<file path="src/rtl/serial_add_seq_pkg.sv">
// Shared definitions for the bit-serial adder sequencer: the FSM state
// encoding and the default operand width.
package serial_add_seq_pkg;

    localparam int DEFAULT_WIDTH = 16;

    typedef enum logic [1:0] {
        IDLE = 2'd0,
        RUN  = 2'd1,
        DONE = 2'd2
    } seq_state_t;

endpackage

</file>
<file path="src/rtl/serial_add_seq_if.sv">
// Operand/result bundle between a requester/consumer and the serial adder.
//
// Handshake: a transfer happens on a rising clock edge where valid and ready
// are both high. The source holds its payload and valid until that edge; the
// sink may drive ready independently of valid. start_* carries a/b/cin into
// the adder; done_* carries result/cout/ovf out of it. abort is a level that
// is only looked at while an addition is running.
interface serial_add_seq_if #(
    parameter int WIDTH = serial_add_seq_pkg::DEFAULT_WIDTH
);
    logic             start_valid;
    logic             start_ready;
    logic [WIDTH-1:0] a;
    logic [WIDTH-1:0] b;
    logic             cin;
    logic             abort;
    logic [WIDTH-1:0] result;
    logic             cout;
    logic             ovf;
    logic             done_valid;
    logic             done_ready;

    // Adder side
    modport slave (
        input  start_valid, a, b, cin, abort, done_ready,
        output start_ready, result, cout, ovf, done_valid
    );

    // Requester/consumer side
    modport master (
        output start_valid, a, b, cin, abort, done_ready,
        input  start_ready, result, cout, ovf, done_valid
    );
endinterface

</file>
<file path="src/rtl/serial_add_seq_all_adder.sv">
// One-bit full-adder cell: the only arithmetic in the serial adder.
module all_adder (
    input  logic a,
    input  logic b,
    input  logic carry_in,
    output logic ans,
    output logic carry_out
);

    // Sum and carry of three one-bit inputs
    always_comb begin
        ans       = a ^ b ^ carry_in;
        carry_out = (a & b) | (carry_in & (a ^ b));
    end

endmodule

</file>
<file path="src/rtl/serial_add_seq.sv">
// Bit-serial WIDTH-bit adder: one full-adder cell processes one bit per
// clock, LSB first, with the carry held in a register between bits.
// Accept on edge E0, bits on edges E1..EWIDTH, result valid from EWIDTH.
module serial_add_seq
    import serial_add_seq_pkg::*;
#(
    parameter int WIDTH = DEFAULT_WIDTH
) (
    input  logic              clk,
    input  logic              rst_n,
    serial_add_seq_if.slave   bus,
    output logic [1:0]        state_o
);

    localparam int CNT_W = $clog2(WIDTH);

    localparam logic [1:0] ST_IDLE = IDLE;
    localparam logic [1:0] ST_RUN  = RUN;
    localparam logic [1:0] ST_DONE = DONE;

    localparam logic [CNT_W-1:0] LAST_BIT = CNT_W'(WIDTH - 1);

    logic [1:0]       state_q,  state_d;
    logic [CNT_W-1:0] cnt_q,    cnt_d;
    logic             carry_q,  carry_d;
    logic [WIDTH-1:0] a_sr_q,   a_sr_d;
    logic [WIDTH-1:0] b_sr_q,   b_sr_d;
    logic [WIDTH-1:0] result_q, result_d;
    logic             cout_q,   cout_d;
    logic             ovf_q,    ovf_d;

    logic             cell_sum;
    logic             cell_co;

    all_adder u_cell (
        .a         (a_sr_q[0]),
        .b         (b_sr_q[0]),
        .carry_in  (carry_q),
        .ans       (cell_sum),
        .carry_out (cell_co)
    );

    // Next-state logic: load on accept, shift one bit per RUN edge, hold in DONE
    always_comb begin
        state_d  = state_q;
        cnt_d    = cnt_q;
        carry_d  = carry_q;
        a_sr_d   = a_sr_q;
        b_sr_d   = b_sr_q;
        result_d = result_q;
        cout_d   = cout_q;
        ovf_d    = ovf_q;

        case (state_q)
            ST_IDLE: begin
                // start_ready is high throughout IDLE, so valid alone accepts
                if (bus.start_valid) begin
                    a_sr_d   = bus.a;
                    b_sr_d   = bus.b;
                    carry_d  = bus.cin;
                    cnt_d    = '0;
                    result_d = '0;
                    cout_d   = 1'b0;
                    ovf_d    = 1'b0;
                    state_d  = ST_RUN;
                end
            end

            ST_RUN: begin
                if (bus.abort) begin
                    cnt_d   = '0;
                    carry_d = 1'b0;
                    state_d = ST_IDLE;
                end else begin
                    result_d = {cell_sum, result_q[WIDTH-1:1]};
                    carry_d  = cell_co;
                    a_sr_d   = a_sr_q >> 1;
                    b_sr_d   = b_sr_q >> 1;
                    if (cnt_q == LAST_BIT) begin
                        // carry_q is the carry into the MSB, cell_co the carry out
                        cout_d  = cell_co;
                        ovf_d   = carry_q ^ cell_co;
                        cnt_d   = '0;
                        state_d = ST_DONE;
                    end else begin
                        cnt_d = cnt_q + CNT_W'(1);
                    end
                end
            end

            ST_DONE: begin
                if (bus.done_ready) begin
                    state_d = ST_IDLE;
                end
            end

            default: begin
                state_d = ST_IDLE;
            end
        endcase
    end

    // State registers with asynchronous reset
    always_ff @(posedge clk or negedge rst_n) begin
        if (!rst_n) begin
            state_q  <= ST_IDLE;
            cnt_q    <= '0;
            carry_q  <= 1'b0;
            a_sr_q   <= '0;
            b_sr_q   <= '0;
            result_q <= '0;
            cout_q   <= 1'b0;
            ovf_q    <= 1'b0;
        end else begin
            state_q  <= state_d;
            cnt_q    <= cnt_d;
            carry_q  <= carry_d;
            a_sr_q   <= a_sr_d;
            b_sr_q   <= b_sr_d;
            result_q <= result_d;
            cout_q   <= cout_d;
            ovf_q    <= ovf_d;
        end
    end

    // Handshake flags decoded straight from the state register
    always_comb begin
        bus.start_ready = (state_q == ST_IDLE);
        bus.done_valid  = (state_q == ST_DONE);
        bus.result      = result_q;
        bus.cout        = cout_q;
        bus.ovf         = ovf_q;
        state_o         = state_q;
    end

endmodule
</file>
<file path="src/flat_wrapper.sv">
// flat-port wrapper written by rule: the top's interface ports become plain ports
module serial_add_seq_flat import serial_add_seq_pkg::*;
#(
    parameter int WIDTH = DEFAULT_WIDTH
)
  (clk, rst_n, state_o, bus_start_valid, bus_a, bus_b, bus_cin, bus_abort, bus_done_ready, bus_start_ready, bus_result, bus_cout, bus_ovf, bus_done_valid);
  serial_add_seq_if #(.WIDTH(WIDTH)) bus_i ();
  input  logic clk;
  input  logic rst_n;
  output logic [1:0] state_o;
  input wire logic [$bits(bus_i.start_valid)-1:0] bus_start_valid;
  input wire logic [$bits(bus_i.a)-1:0] bus_a;
  input wire logic [$bits(bus_i.b)-1:0] bus_b;
  input wire logic [$bits(bus_i.cin)-1:0] bus_cin;
  input wire logic [$bits(bus_i.abort)-1:0] bus_abort;
  input wire logic [$bits(bus_i.done_ready)-1:0] bus_done_ready;
  output wire logic [$bits(bus_i.start_ready)-1:0] bus_start_ready;
  output wire logic [$bits(bus_i.result)-1:0] bus_result;
  output wire logic [$bits(bus_i.cout)-1:0] bus_cout;
  output wire logic [$bits(bus_i.ovf)-1:0] bus_ovf;
  output wire logic [$bits(bus_i.done_valid)-1:0] bus_done_valid;
  assign bus_i.start_valid = bus_start_valid;
  assign bus_i.a = bus_a;
  assign bus_i.b = bus_b;
  assign bus_i.cin = bus_cin;
  assign bus_i.abort = bus_abort;
  assign bus_i.done_ready = bus_done_ready;
  assign bus_start_ready = bus_i.start_ready;
  assign bus_result = bus_i.result;
  assign bus_cout = bus_i.cout;
  assign bus_ovf = bus_i.ovf;
  assign bus_done_valid = bus_i.done_valid;
  serial_add_seq #(.WIDTH(WIDTH)) u_core (.clk(clk), .rst_n(rst_n), .bus(bus_i), .state_o(state_o));
endmodule
</file>
<file path="config.mk">
export PLATFORM = sky130hd
export DESIGN_NAME = serial_add_seq_flat
export DESIGN_NICKNAME = d
export VERILOG_FILES = /design/src/rtl/serial_add_seq_pkg.sv /design/src/rtl/serial_add_seq_if.sv /design/src/rtl/serial_add_seq_all_adder.sv /design/src/rtl/serial_add_seq.sv /design/src/flat_wrapper.sv
export SDC_FILE = /design/constraint.sdc
export NUM_CORES = 1
export LEC_CHECK = 0
export CORE_UTILIZATION = 40
export CTS_BUF_LIST = sky130_fd_sc_hd__clkbuf_2
export CTS_CLUSTER_DIAMETER = 100
export CTS_CLUSTER_SIZE = 20
export DETAILED_ROUTE_END_ITERATION = 8
export PLACE_DENSITY = 0.76
export SYNTH_ARGS = -nofsm -noshare
export SYNTH_HDL_FRONTEND = slang
export SYNTH_SLANG_ARGS = --single-unit
export TNS_END_PERCENT = 5
</file>
<file path="constraint.sdc">
create_clock -name clk -period 2.05 [get_ports clk]
set_input_delay 0.41 -clock clk [delete_from_list [all_inputs] [get_ports clk]]
set_output_delay 0.41 -clock clk [all_outputs]
set_load 0.01 [all_outputs]
</file>
# ---- After elaboration in Yosys (flattened, before gate mapping)
# Cells that the tools add are included.
dict set report totals {
  register_bits 57
  inputBits 38
  out_inout_bits 22
  wordCells 57
}
dict set report classes {
  add_sub_neg 1
  eq_ne 8
  n_mux 28
  bitwise_logic 6
  reduce_logical 6
}
# operator n
set ops {}
lappend ops {{$mux 16} 6}
lappend ops {{$pmux 16 s2} 3}
lappend ops {{$mux 4} 3}
lappend ops {{$mux 2} 4}
lappend ops {{$pmux 4 s2} 1}
lappend ops {{$mux 1} 7}
lappend ops {{$ne 2x2->1 const B} 3}
lappend ops {{$pmux 1 s2} 3}
lappend ops {{$pmux 2 s3} 1}
lappend ops {{$reduce_and 3->1} 2}
lappend ops {{$add 4x1->4 const B} 1}
lappend ops {{$eq 4x4->1 const B} 1}
lappend ops {{$reduce_and 4->1} 1}
lappend ops {{$ne 3x2->1 const B} 1}
lappend ops {{$xor 1x1->1} 3}
lappend ops {{$and 1x1->1} 2}
lappend ops {{$eq 2x1->1 const B} 1}
lappend ops {{$eq 2x2->1 const B} 1}
lappend ops {{$logic_not 2->1} 1}
lappend ops {{$ne 2x1->1 const B} 1}
lappend ops {{$reduce_and 2->1} 1}
lappend ops {{$reduce_bool 2->1} 1}
lappend ops {{$or 1x1->1} 1}

# ---- Depth between registers and ports, before layout
dict set report depth {
  ltp_word 7
  mapped_depth 5
}

# ---- Cells and area by module
# From an unflattened synthesis, not the netlist that was laid out.
dict set report hier_totals {
  cells_unflattened 223
  hier_area_um2 2977.9
}
# mod n_inst cells_each area_per_inst_um2 seq_area_each_um2
set modules_own_cells {}
lappend modules_own_cells {serial_add_seq 1 222 2957.8 1426.4}
lappend modules_own_cells {all_adder 1 1 20.0 0.0}

# ---- Least setup slack after synthesis
# Ideal clock, no wire load.
dict set report synth_path {
  path_kind {reg-to-reg}
  from {reg u_core.state_q[1], in the netlist u_core.state_o[1]}
  to {reg u_core.a_sr_q[10]}
  setup_ns 0.125
  arrival_ns 1.441
  t_required_ns 1.925
  setup_slack_ns 0.484
  stages_incl_launch_ff 6
  path_buffers 2
  synth_period_minus_slack_ns 1.566
  cell_sequence {dfrtp_1 nand2b_1 buf_2 buf_6 mux2_2 mux2_2}
}
dict set report synth_between {
  elab_chain_cells 3
}
# element line_no
set synth_rtl {}
lappend synth_rtl {{from (decl)} serial_add_seq.sv:23} ;# logic [1:0] state_q, state_d;
lappend synth_rtl {{from (signal assigned)} serial_add_seq.sv:115} ;# state_q <= state_d;
lappend synth_rtl {{$eq 2x1->1 / $logic_not 2->1 (equally long branches)} serial_add_seq.sv:54} ;# case (state_q)
lappend synth_rtl {{$ne 2x2->1 (no source line) / $reduce_bool 2->1 (equally long branches)} --}
lappend synth_rtl {{$reduce_and 3->1 (no source line)} --}
lappend synth_rtl {{to (signal assigned)} serial_add_seq.sv:118} ;# a_sr_q <= a_sr_d;
lappend synth_rtl {{to (decl)} serial_add_seq.sv:26} ;# logic [WIDTH-1:0] a_sr_q, a_sr_d;
# Parallel ways exist; a longest one is shown, timed or not.
# A chain may end at the register's enable or synchronous reset.

# ---- Final worst setup path
dict set report layout_path {
  from {reg u_core.state_q[0], in the netlist u_core.state_o[0]}
  to {out state_o[0]}
}
# element line_no
set layout_rtl {}
lappend layout_rtl {{to (decl)} flat_wrapper.sv:10} ;# output logic [1:0] state_o;
# No word-level cell between the ends.

==> summary.md <==
| Metric | Value |
|---|---|
| Status | finished with violations |
| Failing checks | design-rule violations |
| Number of global-route vias before repair | 1837 |
| Max-Cap Viols | 0 |
| CTS tree | yes |
| Asr flop ratio synth | 1.00 |
| Final setup vio count | 0 |
| Storage element area | 1430 sq um |
| # diodes | 0 |
| Initial antenna violation count | 0 |
| Core Box Area | 6490 sq um |
| Setup TNS | 0 ns |
| Final Max Slew Viols | 0 |
| Clock Latency Late Sink | 0.44 ns |
| Post-synthesis cell area | 2750 sq um |
| Post-synth EDFFs | 0 |
| CP delay by family, top | buffers and inverters |
| Total GRT Usage | 0.157 |
| Placer congestion estimate | 0.735 |
| Tcrit/Tclk final | 0.945 |
| Fin crit period | 1.94 ns |
| Multi-input logic area | 1230 sq um |
| Synth Area in Adders | 0.0118 |
| Slowest cell on crit path | clkdlybuf4s50_1 |
| Worst VDD drop | 0.532 mV |
| CTS Buf Count | 9 |
| Arrival time at the worst endpoint | 1.53 ns |
| Compound-Gate Fraction of Synth Area | 0.0702 |
| Layout cells sized above 1 | 0.325 |
| Layout net count | 312 |
| Pwr Total | 3.08 mW |
| Element type at the critical path start | register |
| Syn Area/Cell | 13.4 sq um |
| H-tree levels | 3 |
| Initial Utilization | 0.423 |
| Xor and xnor fraction of the mapped netlist area | 0.00319 |
| CP Buf/Inv Count | 2 |
| Fillers | 555 |
| DRC | 2 |
| Routed vias/inst | 5.16 |
| Mux cell area share after synthesis | 0.257 |
| Critical path class | register to output port |
| Post-synthesis cell type count | 29 |
| Total Routed Length | 5.15 mm |
| Die Y-Extent | 84.9 um |
| Die X | 84.9 um |
| Final clock skew | 0.0139 ns |
| Worst-path cell chain | buf_4 > clkdlybuf4s50_1 |
| Max Clock Freq | 516 MHz |
| Cell Pwr Density | 859 nW/um^2 |
| Sinks on Clock Net | 57 |
| # rows | 29 |
| DRT iter0 DRCs | 137 |
| Final ANT Viol Nets | 0 |
| Rel. slew slack | 0.600 |
| Layout Area Growth over Synthesis | 30.6% |
| First-pass GRT wire length | 8.74 mm |
| Crit-path max FO | 4 |
| Final HPWL DP | 3.58 mm |
| Path category of the worst min-delay check | primary input to asynchronous set/reset pin |
| CTS Buffer Depth | 2 |
| Final hold viol count | 0 |
| RSZ-0062 raised after global routing | no |
| Simple-gate share of the synthesized area | 0.101 |
| Main combinational cell family by area after synthesis | multiplexers |
| Gr ovfl total | 0 |
| Die footprint | 7200 sq um |
| Slowest stage delay, CP | 0.52 ns |
| Total vias in the final route | 1828 |
| Sequential cell area fraction in the yosys report | 0.519 |
| IO Pins | 60 |
| Worst Path Required | 1.64 ns |
| Static Leak | 1.67 nW |
| Clock-pin slew on the worst setup and hold paths | 0.16 ns |
| IO buf count | 59 |
| Main flop type after synthesis | dfrtp_1 |
| WL per Instance | 14.5 um |
| Post-Syn Nets | 245 |
| Setup crit end kind | output port |
| Syn Inst Count | 205 |
| Synth warnings | 0 |
| Root buffer cell | clkbuf_2 |
| Largest net degree at the start of global routing | 38 |
| Pre-antenna DRT Iters | 8 |
| Worst Tran Pin Value | 0.600 ns |
| Yosys reg bits | 57 |
## sequential cells by signal, summed over array words and instances (netlist names)
name               count
u_core.a_sr_q         16
u_core.carry_q         1
u_core.bus.ovf         1
u_core.state_o         2
u_core.bus.result     16
u_core.cnt_q           4
u_core.b_sr_q         16
u_core.bus.cout        1
## repair_timing
action | in CTS | in global routing
hold buffers | 1 | 0
hold endpoints to repair | 20 | 0
endpoints found under the setup margin | 2 | 0
setup buffers | 1 | 0
resized for setup | 2 | 0
## final timing paths
| kind | start | end | slack, ns | cells after the start |
|---|---|---|---|---|
| min in group clk | u_core.bus.result[0] | u_core.bus.result[0] | 0.51 | 1 |
| worst max-delay path | u_core.state_o[0] | state_o[0] | 0.11 | 2 |
| worst min-delay path | rst_n | u_core.state_o[1] | 0.44 | 2 |
| max in group asynchronous | rst_n | u_core.b_sr_q[12] | 1.05 | 3 |
| worst min register to register | u_core.bus.result[0] | u_core.bus.result[0] | 0.51 | 1 |
| worst max register to register | u_core.state_o[0] | u_core.bus.result[11] | 0.32 | 4 |
## per-stage QoR
stage	setup WS (ns)	utilization	instance area, sq um	cells	hold WS (ns)
2_1_floorplan	0.484	-	2750	205	0.114
3_5_place_dp	0.0631	0.533	3460	336	0.402
5_1_grt	0.0193	0.552	3590	354	0.436
3_3_place_gp	0.135	0.533	3460	336	0.406
4_1_cts	0.0750	0.552	3590	354	0.425
6_report	0.114	0.552	3590	354	0.436
## area by class of cell
class	count	share of cell area
multi-input cells	129	0.343
clock buffers	9	0.0126
clock inverters	7	0.0171
inverters	4	0.00419
flip-flops and latches	57	0.398
repair buffers	71	0.199
well taps	77	0.0269
## layer usage
layer / global-route usage / part of all wire / vias to the layer above
li1: - / - / 885
met1: 0.216 / 0.49 / 888
met2: 0.231 / 0.45 / 48
met3: 0.0525 / 0.052 / 7
met4: 0.0616 / 0.012 / 0
met5: 0 / 0 / -
## power by group
part | leakage, nW | internal, mW | switching [mW]
sequential | 0.722 | 1.39 | 0.145
combinational | 0.873 | 0.565 | 0.308
clock | 0.0705 | 0.270 | 0.400
total | 1.67 | 2.23 | 0.853
## cells in the mapped netlist, drive strengths merged, types with 2 or more instances
cell type | number | area, sq um
nand3 | 4 | 20.0
mux2 | 60 | 676
mux2i | 3 | 30.0
nor4bb | 16 | 160
clkbuf | 6 | 23.8
nor3b | 2 | 20.0
a21oi | 2 | 10.0
dfrtp | 57 | 1430
a21o | 18 | 135
nand2 | 8 | 30.0
buf | 9 | 63.8
a22o | 3 | 26.3
inv | 4 | 15.0
## cells by family (layout without fill, tap and decap cells)
logic type,Yosys count,in the layout
AOI/OAI and AO/OA,26,26
adders and majority gates,2,2
DFF,57,57
and+or+nand+nor,37,37
xor gates and xnor gates,1,1
muxes,63,63
buffers and inverters,19,91
## cell usage in the layout (no fill, tap or decap)
cell type / n
a21oi_4: 1
a21oi_1: 1
bufinv_16: 1
a22o_1: 3
buf_2: 1
o311ai_0: 1
clkinv_2: 3
nor3b_2: 1
nor2b_1: 1
dlygate4sd2_1: 2
a21o_1: 18
mux2_2: 60
clkdlybuf4s50_1: 56
nor3b_1: 1
or3_1: 1
dlygate4sd3_1: 1
or3b_2: 1
clkbuf_2: 9
nand2_1: 8
clkinv_1: 2
clkinv_4: 1
and3_1: 1
ha_1: 1
dfrtp_1: 57
nor3_2: 1
o21bai_1: 1
buf_4: 8
o21ai_0: 1
mux2i_1: 3
buf_12: 3
nand2b_1: 1
nand3_1: 4
xnor2_1: 1
fa_1: 1
nor4bb_1: 16
inv_1: 4
nor2_1: 1
Power figures use the tool's default switching activity.
